## src/rtl/bcd_scan_ctrl.sv

```systemverilog
// ---------------------------------------------------------------------------
// bcd_scan_ctrl
//
// Purpose:
//   Converts a 10-bit binary value into four BCD digits with a serial
//   double-dabble (one shift per clock) and drives a 4-digit multiplexed,
//   active-low 7-segment display. The displayed digits only change on the
//   LATCH edge, so the old value stays up while a conversion runs.
//
// Ports:
//   clk   in   1   system clock
//   rst   in   1   synchronous active-high reset
//   bin   in  10   binary value 0..1023
//   load  in   1   conversion request (sampled every edge)
//   busy  out  1   conversion in progress
//   done  out  1   one-cycle pulse coincident with a new bcd value
//   bcd   out 16   latched digits {thousands, hundreds, tens, ones}
//   seg   out  7   segments {g,f,e,d,c,b,a}, active-low
//   an    out  4   digit enables, active-low; an[0]=ones, an[3]=thousands
//
// Build option:
//   BCD_SCAN_LZ_BLANK_EN - when defined, leading-zero digits (thousands,
//   hundreds, tens) are blanked: an=1111 and seg=1111111 for that slot.
//   Ones is never blanked. Undefined: all digits always shown.
//
// FSM states:
//   state | meaning
//   IDLE  | waiting for load
//   CONV  | 10 add-3/shift steps of the double-dabble register
//   LATCH | publish bcd, pulse done, restart if a request is queued
// ---------------------------------------------------------------------------
module bcd_scan_ctrl #(
    parameter int REFRESH_DIV = 50000,
    parameter int CNT_W       = 16
) (
    input  logic        clk,
    input  logic        rst,
    input  logic [9:0]  bin,
    input  logic        load,
    output logic        busy,
    output logic        done,
    output logic [15:0] bcd,
    output logic [6:0]  seg,
    output logic [3:0]  an
);

    typedef enum logic [1:0] {IDLE, CONV, LATCH} state_t;

    state_t      state;
    logic [25:0] shreg;
    logic [3:0]  step;
    logic        pending;
    logic [9:0]  pend_val;

    logic [CNT_W-1:0] refresh_cnt;
    logic [1:0]       digit_sel;

    logic [3:0] nib;
    logic [3:0] an_next;
    logic [6:0] seg_next;
    logic       blank;

    // One double-dabble step: correct every BCD nibble, then shift left.
    function automatic logic [25:0] dabble_step(input logic [25:0] r);
        logic [25:0] t;
        t = r;
        for (int i = 0; i < 4; i++) begin
            if (t[10 + 4*i +: 4] >= 4'd5)
                t[10 + 4*i +: 4] = t[10 + 4*i +: 4] + 4'd3;
        end
        return {t[24:0], 1'b0};
    endfunction

    function automatic logic [6:0] seg_decode(input logic [3:0] d);
        logic [6:0] s;
        case (d)
            4'd0:    s = 7'b1000000;
            4'd1:    s = 7'b1111001;
            4'd2:    s = 7'b0100100;
            4'd3:    s = 7'b0110000;
            4'd4:    s = 7'b0011001;
            4'd5:    s = 7'b0010010;
            4'd6:    s = 7'b0000010;
            4'd7:    s = 7'b1111000;
            4'd8:    s = 7'b0000000;
            4'd9:    s = 7'b0010000;
            default: s = 7'b1111111;
        endcase
        return s;
    endfunction

    // Conversion FSM. A load arriving on the LATCH edge takes priority over
    // the queued value, since it is the most recent request.
    always_ff @(posedge clk) begin
        if (rst) begin
            state    <= IDLE;
            shreg    <= '0;
            step     <= '0;
            pending  <= 1'b0;
            pend_val <= '0;
            busy     <= 1'b0;
            done     <= 1'b0;
            bcd      <= '0;
        end else begin
            done <= 1'b0;
            case (state)
                IDLE: begin
                    if (load) begin
                        shreg <= {16'b0, bin};
                        step  <= '0;
                        busy  <= 1'b1;
                        state <= CONV;
                    end
                end
                CONV: begin
                    shreg <= dabble_step(shreg);
                    step  <= step + 4'd1;
                    if (step == 4'd9)
                        state <= LATCH;
                    if (load) begin
                        pending  <= 1'b1;
                        pend_val <= bin;
                    end
                end
                LATCH: begin
                    bcd  <= shreg[25:10];
                    done <= 1'b1;
                    if (load) begin
                        shreg   <= {16'b0, bin};
                        step    <= '0;
                        pending <= 1'b0;
                        state   <= CONV;
                    end else if (pending) begin
                        shreg   <= {16'b0, pend_val};
                        step    <= '0;
                        pending <= 1'b0;
                        state   <= CONV;
                    end else begin
                        busy  <= 1'b0;
                        state <= IDLE;
                    end
                end
                default: begin
                    busy  <= 1'b0;
                    state <= IDLE;
                end
            endcase
        end
    end

    // Refresh divider and digit rotation, free-running after reset.
    always_ff @(posedge clk) begin
        if (rst) begin
            refresh_cnt <= '0;
            digit_sel   <= 2'd0;
        end else if (refresh_cnt == CNT_W'(REFRESH_DIV - 1)) begin
            refresh_cnt <= '0;
            digit_sel   <= digit_sel + 2'd1;
        end else begin
            refresh_cnt <= refresh_cnt + 1'b1;
        end
    end

    always_comb begin
        nib     = 4'h0;
        an_next = 4'b1111;
        blank   = 1'b0;
        case (digit_sel)
            2'd0: begin nib = bcd[3:0];   an_next = 4'b1110; end
            2'd1: begin nib = bcd[7:4];   an_next = 4'b1101; end
            2'd2: begin nib = bcd[11:8];  an_next = 4'b1011; end
            default: begin nib = bcd[15:12]; an_next = 4'b0111; end
        endcase
`ifdef BCD_SCAN_LZ_BLANK_EN
        case (digit_sel)
            2'd1:    blank = (bcd[15:4] == 12'h000);
            2'd2:    blank = (bcd[15:8] == 8'h00);
            2'd3:    blank = (bcd[15:12] == 4'h0);
            default: blank = 1'b0;
        endcase
`else
        blank = 1'b0;
`endif
        if (blank) begin
            seg_next = 7'b1111111;
            an_next  = 4'b1111;
        end else begin
            seg_next = seg_decode(nib);
        end
    end

    // Display drive is registered, so it trails digit_sel by one clock.
    always_ff @(posedge clk) begin
        if (rst) begin
            seg <= 7'b1111111;
            an  <= 4'b1111;
        end else begin
            seg <= seg_next;
            an  <= an_next;
        end
    end

endmodule
```

## config.mk

```make
export PLATFORM = sky130hd
export DESIGN_NAME = bcd_scan_ctrl
export DESIGN_NICKNAME = d
export VERILOG_FILES = /design/src/rtl/bcd_scan_ctrl.sv
export SDC_FILE = /design/constraint.sdc
export NUM_CORES = 1
export LEC_CHECK = 0
export BUFFER_PORTS_ARGS = -buffer_cell sky130_fd_sc_hd__buf_4
export CAP_MARGIN = 30
export CORE_MARGIN = 3
export CORE_UTILIZATION = 30
export DETAILED_ROUTE_END_ITERATION = 12
export HOLD_SLACK_MARGIN = 0.03
export PLACE_DENSITY_LB_ADDON = 0.12
export SLEW_MARGIN = 20
export SYNTH_ARGS = -nofsm -noshare
export SYNTH_HDL_FRONTEND = slang
export SYNTH_SLANG_ARGS = --single-unit
```

## constraint.sdc

```tcl
create_clock -name clk -period 2.4 [get_ports clk]
set_clock_uncertainty 0.1 [all_clocks]
set_input_delay 0.12 -clock clk [delete_from_list [all_inputs] [get_ports clk]]
set_output_delay 0.12 -clock clk [all_outputs]
set_load 0.02 [all_outputs]
```

==> out/metrics.cfg <==
[status]
status=completed

[synthesis]
yosysWarnings=0
synth_top_area_share=0.436
synthFlopType=dfxtp_1
ys_top_cells_by_area=dfxtp_1 (44%), ha_1 (7.0%), nor2_1 (5.8%)
synth_cell_type_count=49
postSynthCellCount=463
ys_seq_area_frac=0.436
async_reset_ff_frac=0
syn_nets=499
ys_seq_elements=90
syn_area_um2=4130
synth_edf_count=0
yosysTopAreaCell=dfxtp_1
synth.avg_cell_area_um2=8.92

[layout]
multi_input_area_um2=2150
drive_gt1_frac=0.145
nFillCells=1375
stdcell_count=694
insertedDiodeCount=0
register_area_um2=1800
final_nets=549
area_growth_syn_to_layout_pct=23.3

[clock_tree]
cts_buffer_depth=2
cts_buffers=9
clkTransAtPathRegs_ns=0.07
cts_tree=done
cts_htree_levels=3
cts_num_sinks=90
cts-root-buf=clkbuf_16
insertion_delay_ns=0.34

[sta]
fin_crit_sh=0.943
worst_pin_slew_ns=0.524
slew_viol_final=0
fin_crit_ns=2.26
hold_viol=0
fmax_mhz=442
layout_setup_ws_ns=0.138
tns_ns=0
rsz0062_at_grt=no
max_slew_margin=0.649
setup_viol=0

[critical_path]
cp-startpoint=digit_sel[0]$_SDFFE_PP0N_
path_buf_inv=1
cp-end-kind=flop
critPathKind=reg -> reg
reg2regPathDepth=8
reg2reg_from=digit_sel[0]$_SDFFE_PP0N_
cp.depth=8
crit_path_cell_trace=inv_1, ha_1, a222oi_1, mux2i_2, ha_1, nor2_1, a22oi_1, or2_1
crit_required_ns=2.54
start_kind=flop
slowest_delay_ns=0.45
slowest_stage=a222oi_1
cp_top_family=compound AO/OA/AOI/OAI gates
cp_max_fo=5
crit_path_frequent_cell=ha_1
worstPathArrival_ns=2.40

[floorplanning]
ios=42
dieHeight_um=123
initial_core_util=0.309
row_count=42
die_area_um2=15200
die_w_um=123
fp.coreArea_um2=13300

[placed_design]
place_ws_ns=0.0922
dpl.hpwl_um=6760
place.gp.congestion=0.773
port-buffer-count=41
dp_cells=666

[global_route]
grt_max_degree=47
grt_usage=0.133
gr-total-overflow=0
grt_pass1_vias=3147
grt_pass1_wl_um=15800
antenna_found_initial=0

[worst_hold_path]
holdCritPathClass=in -> reg
hp-start=rst
holdPathStages=2

[power]
powerDensity_nw_per_um2=867
peakVddDrop_uv=401
leakagePower_nw=1.98

[detailed_routing]
drcViolationCount=0
ant_nets=0
first_iter_violations=222
drt-total-wl_um=9560
wl_per_cell_um=13.8
vias=3285
viasPerCell=4.73
first_pass_iters=4

[run]
max_cap_violations=0

## logic make-up (layout without fill, tap and decap cells)
family | count (synthesis) | after routing | share of synthesized area
and+or+nand+nor | 169 | 169 | 0.190
AOI/OAI and AO/OA | 91 | 91 | 0.154
DFF | 90 | 90 | 0.436
buffers and inverters | 44 | 99 | 0.0424
muxes | 24 | 24 | 0.0606
adders and majority gates | 23 | 23 | 0.0697
xor gates and xnor gates | 22 | 22 | 0.0467
## registers in the layout, summed over array words and instances, names as in the netlist, 2 cells and up
signal,flops
state,2
shreg,26
refresh_cnt,16
digit_sel,2
an,4
bcd,16
seg,7
pend_val,10
step,4
## synthesized netlist by cell type, types with 2 or more instances
cell type	number
and2_1	7
nor3_1	6
buf_2	8
o211ai_1	3
buf_1	2
xor2_1	12
and4_1	2
nor2b_1	5
dfxtp_1	90
nand2_1	45
a211o_1	2
or3_1	2
a21oi_1	30
a21o_1	4
a211oi_1	10
ha_1	23
o21a_1	2
inv_1	19
o21ai_0	10
nor4b_1	3
a222oi_1	11
a22oi_1	10
nand3_1	12
nand4_1	6
xnor2_1	10
mux2i_1	21
nor2_1	64
clkbuf_1	14
and3_1	5
nand2b_1	6
## through the flow
step	hold WS (ns)	instance area, um^2	util	total power, W
finish	0.0438	5090	0.381	0.00441
global route	0.0532	5090	0.381	0.00471
CTS	0.0344	5080	0.380	0.00448
detailed placement	0.288	4630	0.347	0.00287
global placement	0.282	4630	0.347	0.00287
floorplan	0.156	4130	-	0.00255
## what timing repair did
| item | 4_1_cts | 5_1_grt |
|---|---|---|
| setup buffers | 0 | 1 |
| endpoints found under the setup margin | 0 | 2 |
| hold endpoints to repair | 12 | 0 |
| hold buffers | 11 | 0 |
| gates resized for setup | 0 | 1 |
## report_power, final
group	total [W]	leakage [nW]	switching, W	internal [W]
clock network	0.00158	0.165	0.000620	0.000955
registers	0.00171	0.732	0.0000807	0.00163
logic	0.00113	1.08	0.000683	0.000443
total	0.00441	1.98	0.00138	0.00303
## final cells by class
type,instances,area share
multi-input cells,329,0.423
flip-flops and latches,90,0.354
repair buffers,63,0.0984
clock buffers,10,0.0470
well taps,176,0.0433
clock inverters,6,0.0192
inverters,20,0.0148
## cell usage in the layout (no fill, tap or decap), drive strengths merged, types with 3 or more instances in the layout
| cell type | instances |
|---|---|
| and3 | 5 |
| nand2b | 6 |
| buf | 52 |
| a21o | 4 |
| dlygate4sd3 | 11 |
| dfxtp | 90 |
| a21oi | 30 |
| nor2b | 5 |
| a22oi | 10 |
| nand4 | 6 |
| a222oi | 11 |
| and2 | 7 |
| nor3 | 6 |
| nor4b | 3 |
| xnor2 | 10 |
| xor2 | 12 |
| nand3 | 12 |
| clkbuf | 10 |
| ha | 23 |
| nor2 | 65 |
| o21ai | 10 |
| a211oi | 10 |
| o211ai | 3 |
| mux2i | 22 |
| inv | 22 |
| nand2 | 45 |
## layer usage
metal / track usage / wire length (um)
met5: 0 / 0
met4: 0.0602 / 191
met3: 0.0320 / 456
met2: 0.191 / 3960
met1: 0.188 / 4960
## worst register-to-register path, stage by stage, from the launching register on
cell and delay [ns]:
dfxtp_1 0.36, inv_1 0.09, ha_1 0.26, a222oi_1 0.45, mux2i_2 0.22, ha_1 0.23, nor2_1 0.14, a22oi_1 0.10
or2_1 0.20
## final timing paths
path,endpoint,slack [ns]
worst max-delay path,seg[5]$_SDFF_PP1_,0.14
worst min-delay path,bcd[14]$_SDFFE_PP0P_,0.04
worst max register to register,seg[5]$_SDFF_PP1_,0.14
worst min register to register,refresh_cnt[0]$_SDFF_PP0_,0.35
Power figures use the tool's default switching activity.
